**src/rtl/softmax_argmax.sv**
```systemverilog
// rtl/softmax_argmax.sv - registered signed argmax over LAYER_SZ activations
// Optional max_value output enabled by defining SOFTMAX_MAX_OUT_EN.
module softmax_argmax #(
  parameter int SIZE     = 16,
  parameter int LAYER_SZ = 2
) (
  input  logic                           clk,
  input  logic                           rst,
  input  logic                           in_valid,
  input  logic [0:LAYER_SZ-1][SIZE-1:0]  values,
  output logic [SIZE-1:0]                class_out,
  output logic                           out_valid
`ifdef SOFTMAX_MAX_OUT_EN
  ,
  output logic [SIZE-1:0]                max_value
`endif
);

  logic signed [SIZE-1:0] best_val;
  logic        [SIZE-1:0] best_idx;

  // Strict greater-than keeps the lowest index on ties.
  always_comb begin
    best_val = values[0];
    best_idx = '0;
    for (int i = 1; i < LAYER_SZ; i++) begin
      if ($signed(values[i]) > best_val) begin
        best_val = values[i];
        best_idx = SIZE'(i);
      end
    end
  end

  always_ff @(posedge clk) begin
    if (rst) begin
      class_out <= '0;
      out_valid <= 1'b0;
    end else begin
      out_valid <= in_valid;
      if (in_valid) begin
        class_out <= best_idx;
      end
    end
  end

`ifdef SOFTMAX_MAX_OUT_EN
  always_ff @(posedge clk) begin
    if (rst) begin
      max_value <= '0;
    end else if (in_valid) begin
      max_value <= best_val;
    end
  end
`endif

endmodule

```
**config.mk**
```make
export PLATFORM = sky130hd
export DESIGN_NAME = softmax_argmax
export DESIGN_NICKNAME = d
export VERILOG_FILES = /design/src/rtl/softmax_argmax.sv
export SDC_FILE = /design/constraint.sdc
export NUM_CORES = 1
export LEC_CHECK = 0
export CAP_MARGIN = 30
export CORE_MARGIN = 5
export CORE_UTILIZATION = 25
export CTS_CLUSTER_DIAMETER = 50
export DETAILED_ROUTE_END_ITERATION = 7
export PLACE_DENSITY = 0.62
export REMOVE_ABC_BUFFERS = 1
export SETUP_SLACK_MARGIN = 0.15
export SKIP_LAST_GASP = 1
export SYNTH_ARGS = -nofsm -noshare
export SYNTH_HDL_FRONTEND = slang
export SYNTH_SLANG_ARGS = --single-unit
```
**constraint.sdc**
```tcl
create_clock -name clk -period 2.2 [get_ports clk]
set_clock_uncertainty 0.1 [all_clocks]
set_input_delay 0.33 -clock clk [delete_from_list [all_inputs] [get_ports clk]]
set_output_delay 0.33 -clock clk [all_outputs]
set_load 0.05 [all_outputs]
```
* After elaboration in Yosys (flattened, before gate mapping)
Index checks and enable logic that the tools add are counted.
Word-level totals: bits in registers 17, input bits 35, output and inout port bits 17, word-level logic and storage cells 4
Cells by class: mux-type cells 1, order comparisons 1
Operator list (number):
- 16-bit greater-than comparator | 1
- 1-bit two-way mux | 1

* Logic depth before layout (Yosys ltp)
depth after elaboration 2, mapped depth 7, mapped depth without buffers 7

* Least setup slack after synthesis
Ideal clock, no wire load.
path type input -> register, start point input values[17] (netlist name), end point register class_out[0], slack 0.461 ns, arrival time 1.566 ns, stages 7, cell sequence inv_1 ha_1 nor2b_4 o211ai_2 a2111oi_1 or4_4 o211ai_2
On the way: word-level cells in the longest chain between the ends 2
Ends and longest elaborated chain:
- from (decl) | line 10 | input logic [0:LAYER_SZ-1][SIZE-1:0] values,
- 16-bit greater-than comparator | line 27 | if ($signed(values[i]) > best_val) begin
- 1-bit two-way mux | line 27
- to (signal assigned) | line 41 | class_out <= best_idx;
- to (decl) | line 11 | output logic [SIZE-1:0] class_out,
Every way passes these cells. A chain may end at the register's enable or synchronous reset.

* Worst setup path after layout
start point input values[21] (netlist name), end point register class_out[0]
The elaborated chain is that of the path after synthesis.

==> metrics <==
Placed Cells 149; pre-CTS WS -0.221 ns; Setup TNS 0 ns; CTS tree yes; startpoint types input pin; IO Port Bufs 36; io pins 52; PwrDens 305 nW/um^2; remaining antenna violation count 0; Layout Area Growth over Synthesis 102%; num rows 18; vias after detailed routing 650; Placer Congestion 0.716; via/cell ratio 4.17; final cell count without fillers 156; fin. max-slew vios 0; CP max FO 2; synth unique cells 19; min-delay worst type flip-flop to flip-flop; Yosys reg bits 2; post-synthesis sequential area ratio 6.49%; final wirelength 1.80 mm; Die Span X 59.7 microns; minimum clock period 2.00 ns; # diodes 0; Hold Slack 0.375 ns; share of the synthesized area in the top cell type 32.5%; final hold violations 0; Final setup viols 0; Slew @ Worst Pin 0.505 ns; WL/cell 11.5 microns; Fillers 247; drt drc 0; drt pass-1 iters 2; setup ws final 0.201 ns; most frequent cell after synthesis inv_1; fmax 0.500 GHz; unrepaired setup endpoints after global routing no; max capacitance violation total 0; DIE AREA 3560 sq um; Max VDD drop 0.000248 V; gr ovfl total 0; Nets 179; first-pass GRT wire length 2.70 mm; FF-to-FF setup slack 1.53 ns; maximum level of the CTS H-tree 1; Commonest cells post-synth 18 x inv_1, 16 x ha_1, 15 x buf_4; Die Y 59.7 microns; hold depth 2; ys async rst share 0%; Clock Path Buffers 2; WP data arrival 2.05 ns; Hold Path End class_out[0]; vias in the first global route 691; Total GRT Usage 9.54%; Critical Path RT 2.25 ns; initial antenna violation count 0; clk_lat worst skew 0.22 ns; share of layout cells above drive strength 1 32.5%; Slew headroom 66.2%; TritonCTS Sinks 2; Mean Syn Cell Area 7.81 sq um; CTS clk-pin slew, worst paths 0.03 ns; Initial Util 25.6%; Post-Synthesis Cell Area 617 sq um; critical path capture point type flip-flop; R2R Path End class_out[0]; Hold Path Origin class_out[0]; reg2reg start class_out[0]; Std-Cell Core Area 2410 sq um; Leak 0.591 nW; hold buffer count at CTS 0; largest net degree at the start of global routing 5; r2r worst-path depth 2; design area 1250 sq um; post-synth top area cell ha_1; period utilisation layout 90.9%; initial DRC count 3; status finished, final reports clean; area post-placement 992 sq um; YS warnings 0; number of synthesized flops with an enable pin 0; TritonCTS Buffers 3; Synth Flop Type dfxtp_1; top post-synthesis cells by area ha_1 32%, buf_4 18%, inv_1 11%, dfxtp_1 6.5%, nand4_1 4.1%; Critical Setup Path Class input pin to flip-flop; Clock Tree Root clkbuf_4; post-synthesis cell count 79; HPWL Detailed 1.40 mm
==> how the worst max path moves through the flow <==
stage / startpoint / end / slack, ns / cells past startpoint
detailed placement: values[31] / class_out[0] / -0.22 / 7
finish: values[21] / class_out[0] / 0.20 / 8
floorplan: values[17] / class_out[0] / 0.46 / 7
global placement: values[27] / class_out[0] / -0.08 / 8
CTS: values[21] / class_out[0] / 0.16 / 8
global route: values[21] / class_out[0] / 0.13 / 9
==> repair_timing <==
action / in CTS / in global routing
setup buffers: 3 / 1
pin swaps: 14 / 6
endpoints found under the setup margin: 1 / 1
gates resized for setup: 32 / 6
==> worst max-delay path, stage by stage <==
cell and delay [ns]:
clkdlybuf4s50_1 0.48, inv_1 0.07, ha_4 0.21, nand4_1 0.15
buf_4 0.15, a2111oi_4 0.03, or4_4 0.49, o211ai_2 0.14
==> flip-flops by register name, indices dropped and copies added, names as in the netlist <==
name / count
class_out: 1
out_valid: 1
==> layout make-up <==
cell class                      instances  area [sq um]  share of cell area (%)
Tap cell                               30          37.5                    3.01
Clock buffer                            3          22.5                    1.80
Timing Repair Buffer                   45           427                    34.2
Multi-Input combinational cell         58           654                    52.4
Sequential cell                         2          40.0                    3.21
Inverter                               18          67.6                    5.41
==> stage by stage <==
stage | utilization [%] | total power [mW]
after global routing | 51.8 | 0.410
after CTS | 50.7 | 0.378
final | 51.8 | 0.380
after global placement | 41.2 | 0.256
after detailed placement | 41.2 | 0.258
after floorplan | - | 0.168
==> kinds of logic after synthesis <==
kind of cell,after synthesis,share of synthesized area [%]
adders and majority gates,16,32.5
AOI/OAI and AO/OA,14,18.1
and+or+nand+nor,13,13.2
DFF,2,6.49
other,1,0.608
buffers and inverters,33,29.2
==> report_power, final <==
part           leakage (nW)  internal [mW]  total (mW)  switching (mW)
logic                 0.560          0.119       0.259           0.140
registers            0.0166         0.0396      0.0409         0.00137
clock network        0.0138         0.0601      0.0805          0.0203
==> layer usage <==
metal / vias up / global-route usage (%) / part of all wire [%]
met1: 285 / 10.3 / 37
li1: 337 / - / -
met4: 0 / 1.90 / 0
met3: 0 / 3.02 / 8.4
met5: - / 0 / 0
met2: 28 / 17.9 / 55
==> placed cells by master (no fill, tap or decap) <==
| cell type | instances |
|---|---|
| clkdlybuf4s50_1 | 26 |
| conb_1 | 15 |
| inv_1 | 12 |
| ha_4 | 11 |
| dlygate4sd2_1 | 8 |
| buf_4 | 8 |
| inv_2 | 6 |
| ha_1 | 5 |
| nand4_1 | 4 |
| a21o_1 | 3 |
| a21oi_2 | 3 |
| clkbuf_4 | 3 |
| nand2_1 | 2 |
| nand3_1 | 2 |
| o211ai_2 | 2 |
| nor2_1 | 2 |
| dfxtp_1 | 2 |
| dlymetal6s2s_1 | 2 |
| nor2b_1 | 1 |
| o41ai_4 | 1 |
| a31o_2 | 1 |
| a21oi_1 | 1 |
| nor2b_4 | 1 |
| a2111oi_4 | 1 |
| a211oi_4 | 1 |
| or4_4 | 1 |
| o41ai_2 | 1 |
| buf_6 | 1 |
No activity file was read; power rests on OpenSTA's default activity.
